## config.mk

```make
export PLATFORM = sky130hd
export DESIGN_NAME = control_medicion
export DESIGN_NICKNAME = d
export VERILOG_FILES = /design/src/rtl/frecuenciometro_pkg.sv /design/src/rtl/detector_flanco.sv /design/src/rtl/control_medicion.sv
export SDC_FILE = /design/constraint.sdc
export NUM_CORES = 1
export LEC_CHECK = 0
export ABC_CLOCK_PERIOD_IN_PS = 2950
export CORE_ASPECT_RATIO = 0.6
export CORE_MARGIN = 1
export CORE_UTILIZATION = 40
export DETAILED_ROUTE_END_ITERATION = 6
export GPL_ROUTABILITY_DRIVEN = 0
export SYNTH_ARGS = -nofsm -noshare
export SYNTH_HDL_FRONTEND = slang
export SYNTH_SLANG_ARGS = --single-unit
```

## constraint.sdc

```tcl
create_clock -name clk -period 2.95 [get_ports clk]
set_input_delay 0.59 -clock clk [delete_from_list [all_inputs] [get_ports clk]]
set_output_delay 0.59 -clock clk [all_outputs]
set_load 0.05 [all_outputs]
```

## src/rtl/frecuenciometro_pkg.sv

```systemverilog
// rtl/frecuenciometro_pkg.sv - shared frequency meter constants and FSM state encoding
package frecuenciometro_pkg;

  localparam int MAX_COUNT_DEF = 999_999;
  localparam int W_DEF         = 20;

  typedef enum logic [1:0] {
    IDLE  = 2'd0,
    CLEAR = 2'd1,
    GATE  = 2'd2,
    LATCH = 2'd3
  } estado_t;

endpackage

```

## src/rtl/detector_flanco.sv

```systemverilog
// rtl/detector_flanco.sv - two-flop synchronizer plus rising-edge detector
module detector_flanco (
  input  logic clk,
  input  logic rst,
  input  logic in,
  output logic pulso
);

  logic sync1_q, sync1_d;
  logic sync2_q, sync2_d;
  logic prev_q, prev_d;

  always_comb begin
    sync1_d = in;
    sync2_d = sync1_q;
    prev_d  = sync2_q;
  end

  always_ff @(posedge clk or posedge rst) begin
    if (rst) begin
      sync1_q <= 1'b0;
      sync2_q <= 1'b0;
      prev_q  <= 1'b0;
    end else begin
      sync1_q <= sync1_d;
      sync2_q <= sync2_d;
      prev_q  <= prev_d;
    end
  end

  assign pulso = sync2_q & ~prev_q;

endmodule

```

## src/rtl/control_medicion.sv

```systemverilog
// rtl/control_medicion.sv - gated edge counter: counts sig_in rising edges per window
module control_medicion
  import frecuenciometro_pkg::*;
#(
  parameter int CLK_HZ      = 50_000_000,
  parameter int GATE_CYCLES = CLK_HZ,
  parameter int MAX_COUNT   = MAX_COUNT_DEF,
  parameter int W           = W_DEF
) (
  input  logic         clk,
  input  logic         rst,
  input  logic         sig_in,
  input  logic         enable,
  output logic [W-1:0] medicion,
  output logic         valida,
  output logic         overflow,
  output logic         ocupado
);

  localparam int             TW     = $clog2(GATE_CYCLES + 1);
  localparam logic [W-1:0]  MAX_W  = W'(MAX_COUNT);
  localparam logic [W-1:0]  ONE_W  = W'(1);
  localparam logic [TW-1:0] GATE_T = TW'(GATE_CYCLES);
  localparam logic [TW-1:0] ONE_T  = TW'(1);

  estado_t       estado_q, estado_d;
  logic [W-1:0]  cnt_q, cnt_d;
  logic [TW-1:0] timer_q, timer_d;
  logic          sat_q, sat_d;
  logic [W-1:0]  medicion_q, medicion_d;
  logic          overflow_q, overflow_d;
  logic          valida_q, valida_d;
  logic          pulso;

  detector_flanco u_detector (
    .clk   (clk),
    .rst   (rst),
    .in    (sig_in),
    .pulso (pulso)
  );

  always_comb begin
    estado_d   = estado_q;
    cnt_d      = cnt_q;
    timer_d    = timer_q;
    sat_d      = sat_q;
    medicion_d = medicion_q;
    overflow_d = overflow_q;
    valida_d   = 1'b0;
    case (estado_q)
      IDLE: begin
        if (enable) estado_d = CLEAR;
      end
      CLEAR: begin
        // timer is armed with the window length and counts down to the last gate cycle
        cnt_d    = '0;
        sat_d    = 1'b0;
        timer_d  = GATE_T;
        estado_d = enable ? GATE : IDLE;
      end
      GATE: begin
        if (!enable) begin
          estado_d = IDLE;
        end else begin
          if (pulso) begin
            if (cnt_q == MAX_W) sat_d = 1'b1;
            else                cnt_d = cnt_q + ONE_W;
          end
          if (timer_q != '0) timer_d = timer_q - ONE_T;
          if (timer_q <= ONE_T) estado_d = LATCH;
        end
      end
      LATCH: begin
        medicion_d = cnt_q;
        overflow_d = sat_q;
        valida_d   = 1'b1;
        estado_d   = enable ? CLEAR : IDLE;
      end
      default: estado_d = IDLE;
    endcase
  end

  always_ff @(posedge clk or posedge rst) begin
    if (rst) begin
      estado_q   <= IDLE;
      cnt_q      <= '0;
      timer_q    <= '0;
      sat_q      <= 1'b0;
      medicion_q <= '0;
      overflow_q <= 1'b0;
      valida_q   <= 1'b0;
    end else begin
      estado_q   <= estado_d;
      cnt_q      <= cnt_d;
      timer_q    <= timer_d;
      sat_q      <= sat_d;
      medicion_q <= medicion_d;
      overflow_q <= overflow_d;
      valida_q   <= valida_d;
    end
  end

  assign medicion = medicion_q;
  assign overflow = overflow_q;
  assign valida   = valida_q;
  assign ocupado  = (estado_q != IDLE);

endmodule
```

* Word level (Yosys, flattened, before mapping)
Index checks and enable logic that the tools add are counted.
Operators by class: order comparisons 1, eq/ne operators 11, bitwise operators 2, add/subtract/negate cells 2, mux-type cells 18, reduce and logical (&&, ||, !) cells 8
Operator list (number):
- two-way mux 20 bit | 3
- two-way mux 26 bit | 2
- case mux 26 bit (2 select lines) | 1
- case mux 20 bit (2 select lines) | 1
- less-or-equal comparator 26 x 1 -> 1 bit (second input constant) | 1
- nonzero test 26 bit | 1
- subtractor 26 x 1 -> 26 bit (second input constant) | 1
- adder 20 x 1 -> 20 bit (second input constant) | 1
- == test 20 bit (second input constant) | 1
- inequality test 2 bit (second input constant) | 6
- two-way mux 2 bit | 4
- case mux 2 bit (4 select lines) | 1
- AND reduction 4 bit | 2
- two-way mux 1 bit | 5
- == test 2 bit (second input constant) | 2
- nonzero test 2 bit | 2
- inequality test 3 bit (second input constant) | 1
- AND reduction 3 bit | 1
- == test 2 x 1 -> 1 bit (second input constant) | 1
- logical NOT 2 bit | 1
- case mux 1 bit (2 select lines) | 1
- AND reduction 2 bit | 1
- bitwise AND 1 bit | 1
- NOT 1 bit | 1
Storage, ports and cells: register bits after elaboration 74, logic and storage cells 52

* Depth between registers and ports, before layout
Gate-level depths: netlist of the first run.
depth in word-level cells 5, depth in mapped cells 8, gate-level depth less buffers 7

* Modules after synthesis
From an unflattened synthesis of the first run, not the netlist that was laid out.
Unflattened totals: cells, all modules 348, area, all modules 3642.2 um^2
By module, submodules not included:
- control_medicion | area an instance 3549.7 um^2, seq. area each 1776.7 um^2, cells each 343, times used 1
- detector_flanco | area an instance 92.6 um^2, seq. area each 75.1 um^2, cells each 5, times used 1

* Worst setup path before layout of the first run
OpenSTA, ideal clock, no wires.
path kind flip-flop to flip-flop, start reg timer_q[16], end reg timer_q[7], setup slack 0.758 ns, cell stages (with the launch flop) 7, buffers on the path 1, required time 2.811 ns, library setup time 0.139 ns, arrival time 2.053 ns, cells stage by stage dfrtp_1 > or4_1 > buf_6 > or3_4 > o41ai_4 > or4b_1 > nand3_1
On the way: cells in the longest elaborated chain, start to end 3
RTL lines:
- start, declared | line control_medicion.sv:28 | logic [TW-1:0] timer_q, timer_d;
- start signal, assigned | line control_medicion.sv:95 | timer_q <= timer_d;
- nonzero test 26 bit | line control_medicion.sv:69 | if (timer_q != '0) timer_d = timer_q - ONE_T;
- inequality test 2 bit (no source line)
- AND reduction 3 bit (no source line)
Every way passes these cells. A chain may end at the register's enable or synchronous reset.

* Worst setup path after layout of the first run
start reg timer_q[4], end reg timer_q[23]
On the way: cells in the longest elaborated chain, start to end 4, elaborated cells on any way between the ends 7, those cells by class 1 x add/sub; 1 x eq/ne; 3 x mux; 2 x reduce/logical
RTL lines:
- subtractor 26 x 1 -> 26 bit | line control_medicion.sv:69
- two-way mux 26 bit | line control_medicion.sv:69
- two-way mux 26 bit | line control_medicion.sv:62 | if (!enable) begin
- case mux 26 bit (2 select lines) | line control_medicion.sv:50 | case (estado_q)
Several ways; a longest one is shown, not always the timed one. The select of a mux whose other input is x is not followed.

==> results of run 1 <==
-- synth_stat cells (all sizes together), types with 7 or more instances --
cell    instances  area, um2
or3            10       67.6
and4            7       61.3
nor4            9       92.6
mux2i           9       90.1
or4             9       67.6
nor2           19       71.3
a21oi          15       75.1
inv            12       45.0
nor3           10       55.1
xnor2           9       78.8
clkbuf         10       37.5
nand2          32        120
o21ai          18       90.1
mux2           18        203
dfrtp          74       1850
nand3          17       85.1
-- area by class of cell --
cell class	instances	area, um2	share of cell area
Sequential cell	74	1850	0.414
Tap cell	112	140	0.0313
Clock buffer	10	229	0.0512
Inverter	12	45.0	0.0101
Multi-Input combinational cell	254	1730	0.387
Timing Repair Buffer	39	370	0.0828
Clock inverter	6	105	0.0235
-- routing by layer --
layer  vias up  wire [um]  global-route usage
met4         0         47              0.0602
li1       1397          -                   -
met1      1364       4660               0.288
met5         -          0                   0
met2        49       3000               0.233
met3         4        296              0.0513
-- power by group through the flow --
stage,logic (mW),clock network [mW],registers (mW)
finish,0.469,1.24,1.17
global route,0.521,1.32,1.18
CTS,0.471,1.26,1.16
detailed placement,0.471,0,1.18
global placement,0.465,0,1.18
floorplan,0.326,0,1.18
-- worst max-delay path: stages, from the launching register on --
cell and delay (ns):
dfrtp_1 0.44, or4_1 0.71, nor3_1 0.52, nand3_1 0.37, a311oi_1 0.37, a41oi_1 0.07
-- flip-flops by register name (all words and copies together) (netlist names) --
register and flops:
timer_q 26, cnt_q 20, medicion 20, estado_q 2, overflow 1, sat_q 1, u_detector.prev_d 1, u_detector.prev_q 1
u_detector.sync1_q 1, valida 1
-- final timing paths --
check / start / endpoint / slack (ns)
max: timer_q[4] / timer_q[23] / 0.33
min: u_detector.sync1_q / u_detector.prev_d / 0.35
max reg2reg: timer_q[4] / timer_q[23] / 0.33
min reg2reg: u_detector.sync1_q / u_detector.prev_d / 0.35
max in group asynchronous: rst / timer_q[25] / 1.97
min in group asynchronous: rst / timer_q[12] / 0.66
-- cell families (layout without fill, tap and decap cells) --
group                    after synthesis  in the layout  share of synthesized area
AND/OR/NAND/NOR                      147            147                      0.233
flip-flops                            74             74                      0.500
AO/OA/AOI/OAI                         68             68                      0.125
buffers and inverters                 28             67                     0.0318
multiplexers                          27             27                     0.0791
XOR/XNOR                               9              9                     0.0213
adder cells (fa/ha/maj)                3              3                     0.0101
==> flow_metrics.env, run 1 <==
export IMPL_finalCritPeriodShare=0.888
export IMPL_htree_levels=3
export IMPL_num_nets_final=397
export IMPL_critPathMaxFanout=8
export IMPL_die_w_um=126
export IMPL_setup_violations_final=0
export IMPL_overflow=0
export IMPL_drc=0
export IMPL_min_period_ns=2.62
export IMPL_hold_path_depth=0
export IMPL_dp_hpwl_um=5450
export IMPL_num_rows=26
export IMPL_cts_tree="yes"
export IMPL_p_int_mw=2.09
export IMPL_fin_util=0.511
export IMPL_start_kind="flop"
export IMPL_stdcell_count=507
export IMPL_rsz0062_at_grt="false"
export IMPL_final_antenna_net_count=0
export IMPL_ys_ff_latch=74
export IMPL_grt_max_degree=75
export IMPL_cts_root_buffer="clkbuf_16"
export IMPL_placedCellCount=491
export IMPL_cts_resized=0
export IMPL_required_ns=3.15
export IMPL_areaGrowthSynthToFinish_pct=20.8
export IMPL_p_clk_frac=0.431
export IMPL_max_cap_violations=0
export IMPL_synth_nets=363
export IMPL_grt_pass1_vias=2660
export IMPL_power_mw=2.87
export IMPL_tightest_slew_ns=1.03
export IMPL_cts_sinks=74
export IMPL_routedWlPerCell_um=15.8
export IMPL_slew_viol_final=0
export IMPL_crit_type="flop to flop"
export IMPL_async_flop_share=1.00
export IMPL_clkTransAtPathRegs_ns=0.06
export IMPL_clk_latency_ns=0.34
export IMPL_io_pins=27
export IMPL_drt_wl_total_um=8000
export IMPL_fp_dieH_um=76.5
export IMPL_leakagePower_nw=1.87
export IMPL_final_hold_violation_count=0
export IMPL_layout_common_cells="dfrtp_1 (74), nand2_1 (32), clkdlybuf4s50_1 (26)"
export IMPL_grtUsageTotal=0.183
export IMPL_pre_cts_slack_ns=0.321
export IMPL_worstPathArrival_ns=2.82
export IMPL_ctsHoldBuffers=0
export IMPL_synth_cell_types=54
export IMPL_fin_setup_tns_ns=0
export IMPL_grt_pass1_wl_um=13700
export IMPL_drtPass1Iterations=4
export IMPL_clockBufferDepth=2
export IMPL_drt_iter0_drc=200
export IMPL_avgSynthCellArea_um2=10.4
export IMPL_num_antenna_cells=0
export IMPL_ys_warn_count=0
export IMPL_start_util=0.423
export IMPL_peakVddDrop_mv=0.323
export IMPL_yosys_most_used_dff="dfrtp_1"
export IMPL_p_comb_frac=0.163
export IMPL_worst_setup_path_end_kind="flop"
export IMPL_final_area_um2=4480
export IMPL_place_area_um2=4140
export IMPL_mostFrequentLayoutCell="dfrtp_1"
export IMPL_p_per_area_nw_per_um2=642
export IMPL_status="completed"
export IMPL_switching_power_mw=0.783
export IMPL_fmax_ghz=0.382
export IMPL_netlist_area_um2=3700
export IMPL_max_slew_margin_rel=0.309
export IMPL_hold_slack_ns=0.347
export IMPL_power_share_sequential=0.406
export IMPL_setup_slack_ns=0.329
export IMPL_r2r_cells=5
export IMPL_hold_class="flop to flop"
export IMPL_switching_share=0.272
export IMPL_cts_buffers=9
export IMPL_synth_edf_count=0
export IMPL_fillerInstances=798
export IMPL_core_um2=8750
export IMPL_seq_area_frac_synth=0.500
export IMPL_viasPerCell=5.55
export IMPL_portBuffers=26
export IMPL_drive_gt1_frac=0.152
export IMPL_die_area_um2=9660
export IMPL_synth_cells=356
export IMPL_vias=2814
export IMPL_skew_ns=0.00693
export IMPL_post_cts_buffers=0
export IMPL_antenna_found_initial=0
Power figures use the tool's default switching activity.
==> run 2: changes to the inputs <==
--- a/config.mk
+++ b/config.mk
@@ -14,3 +14,4 @@
 export SYNTH_ARGS = -nofsm -noshare
 export SYNTH_HDL_FRONTEND = slang
 export SYNTH_SLANG_ARGS = --single-unit
+export TNS_END_PERCENT = 5
==> results of run 2 <==
Same layout as run 1: the final DEF is identical, and so are final timing and power.
==> run 3: changes to the inputs <==
--- a/config.mk
+++ b/config.mk
@@ -6,6 +6,7 @@
 export NUM_CORES = 1
 export LEC_CHECK = 0
 export ABC_CLOCK_PERIOD_IN_PS = 2950
+export CAP_MARGIN = 20
 export CORE_ASPECT_RATIO = 0.6
 export CORE_MARGIN = 1
 export CORE_UTILIZATION = 40
==> constraint.sdc (replaced) <==
create_clock -name clk -period 2.95 [get_ports clk]
set_input_delay 0.4425 -clock clk [delete_from_list [all_inputs] [get_ports clk]]
set_output_delay 0.4425 -clock clk [all_outputs]
set_load 0.05 [all_outputs]
==> run 3 against run 2 <==
- count of clock-buffer cells in the layout is the same
- non-clock buffer count is 2 lower
- sequential share of layout area is 0.058 points higher
- via count is 2.0% higher
- hold slack improved by 0.0073 ns
- register-to-register slack better by 0.14 ns
- fmax up 5.5%
- power rose by 0.94%
- first-iteration DRC count fell by 30%
- final area down 0.14%
- combinational power rose by 2%
- critical path type unchanged
==> flow_metrics.env, run 3 (synthesis gave the netlist of run 1 again) <==
export IMPL_worst_setup_path_end_kind="flop"
export IMPL_status="completed"
export IMPL_placedCellCount=489
export IMPL_ctsHoldBuffers=0
export IMPL_setup_violations_final=0
export IMPL_cts_tree="yes"
export IMPL_crit_type="flop to flop"
export IMPL_drt_wl_total_um=8060
export IMPL_crit_path_start="timer_q[4]"
export IMPL_drc=0
export IMPL_drive_gt1_frac=0.148
export IMPL_die_w_um=126
export IMPL_cp_slowest_cell="or4_1"
export IMPL_htree_levels=3
export IMPL_tightest_slew_ns=0.973
export IMPL_clk_latency_ns=0.34
export IMPL_rsz0062_at_grt="false"
export IMPL_clockBufferDepth=2
export IMPL_grt_pass1_vias=2783
export IMPL_dp_hpwl_um=5770
export IMPL_cts_resized=0
export IMPL_crit_chain="or4_1 > nor3_1 > nand3_1 > a311oi_1 > a41oi_1"
export IMPL_hold_class="flop to flop"
export IMPL_critPathMaxFanout=8
export IMPL_drtPass1Iterations=4
export IMPL_worstPathArrival_ns=2.68
export IMPL_post_cts_buffers=0
export IMPL_max_cap_violations=0
export IMPL_slew_viol_final=0
export IMPL_antenna_found_initial=0
export IMPL_grt_max_degree=51
export IMPL_cts_buffers=9
export IMPL_num_nets_final=395
export IMPL_fillerInstances=792
export IMPL_cts_sinks=74
export IMPL_largest_reg_flops=26
export IMPL_peakVddDrop_mv=0.314
export IMPL_ff2ff_setup_slack_ns=0.46
export IMPL_viasPerCell=5.68
export IMPL_drt_iter0_drc=141
export IMPL_min_period_ns=2.49
export IMPL_fp_dieH_um=76.5
export IMPL_portBuffers=26
export IMPL_areaGrowthSynthToFinish_pct=20.7
export IMPL_max_slew_margin_rel=0.350
export IMPL_regArea_um2=1850
export IMPL_required_ns=3.15
export IMPL_cp_buffers_inverters=0
export IMPL_routedWlPerCell_um=16.0
export IMPL_skew_ns=0.00579
export IMPL_fmax_ghz=0.402
export IMPL_leakagePower_nw=1.85
export IMPL_layout_common_cells="dfrtp_1 (74), nand2_1 (32), clkdlybuf4s50_1 (26)"
export IMPL_overflow=0
export IMPL_io_pins=27
export IMPL_mostFrequentLayoutCell="dfrtp_1"
export IMPL_p_per_area_nw_per_um2=649
export IMPL_finalCritPeriodShare=0.842
export IMPL_start_kind="flop"
export IMPL_num_rows=26
export IMPL_largest_register="timer_q"
export IMPL_crit_family="simple AND/OR/NAND/NOR gates"
export IMPL_start_util=0.423
export IMPL_multi_input_area_um2=1730
export IMPL_vias=2870
export IMPL_num_antenna_cells=0
export IMPL_final_hold_violation_count=0
export IMPL_max_stage_delay_ns=0.69
export IMPL_grtUsageTotal=0.190
export IMPL_final_antenna_net_count=0
export IMPL_fin_setup_tns_ns=0
export IMPL_clkTransAtPathRegs_ns=0.06
export IMPL_cts_root_buffer="clkbuf_16"
export IMPL_stdcell_count=505
export IMPL_worstHoldStart="u_detector.sync1_q"
export IMPL_hold_slack_ns=0.354
export IMPL_r2r_start="timer_q[4]"
export IMPL_die_area_um2=9660
export IMPL_core_um2=8750
export IMPL_grt_pass1_wl_um=14100
## run 3: metrics by stage
stage	worst slack (ns)	power, mW	cell area [um2]	util
detailed placement	0.438	1.66	4130	0.472
finish	0.465	2.90	4470	0.511
global placement	0.470	1.64	4130	0.472
CTS	0.524	2.93	4470	0.511
floorplan	0.626	1.50	3700	-
global route	0.257	3.05	4470	0.511
## run 3: worst paths after layout
path / depth (start not counted) / to
min: 0 / u_detector.prev_d
max reg2reg: 5 / timer_q[23]
max: 5 / timer_q[23]
min in group asynchronous: 2 / timer_q[10]
max in group asynchronous: 3 / timer_q[0]
min reg2reg: 0 / u_detector.prev_d
## run 3: cell type report
| cell class | instances | area share |
|---|---|---|
| clock buffer | 10 | 0.0512 |
| clock inverter | 6 | 0.0255 |
| inverter | 12 | 0.0101 |
| multi-input combinational | 254 | 0.388 |
| sequential | 74 | 0.414 |
| tap | 112 | 0.0314 |
| timing repair buffer | 37 | 0.0795 |
## run 3: where the power goes
| part | internal [mW] | switching [mW] | total [mW] | leakage, nW |
|---|---|---|---|---|
| registers | 1.08 | 0.0832 | 1.16 | 0.959 |
| clock network | 0.829 | 0.429 | 1.26 | 0.159 |
| logic | 0.188 | 0.290 | 0.478 | 0.735 |
| total | 2.10 | 0.802 | 2.90 | 1.85 |
## run 3: metal layers
metal,up-vias,global-route usage,wire length [um],share of wire
met5,-,0,0,0
met4,0,0.0723,60,0.0074
li1,1390,-,-,-
met2,63,0.250,3220,0.40
met1,1413,0.286,4350,0.54
met3,4,0.0541,421,0.052
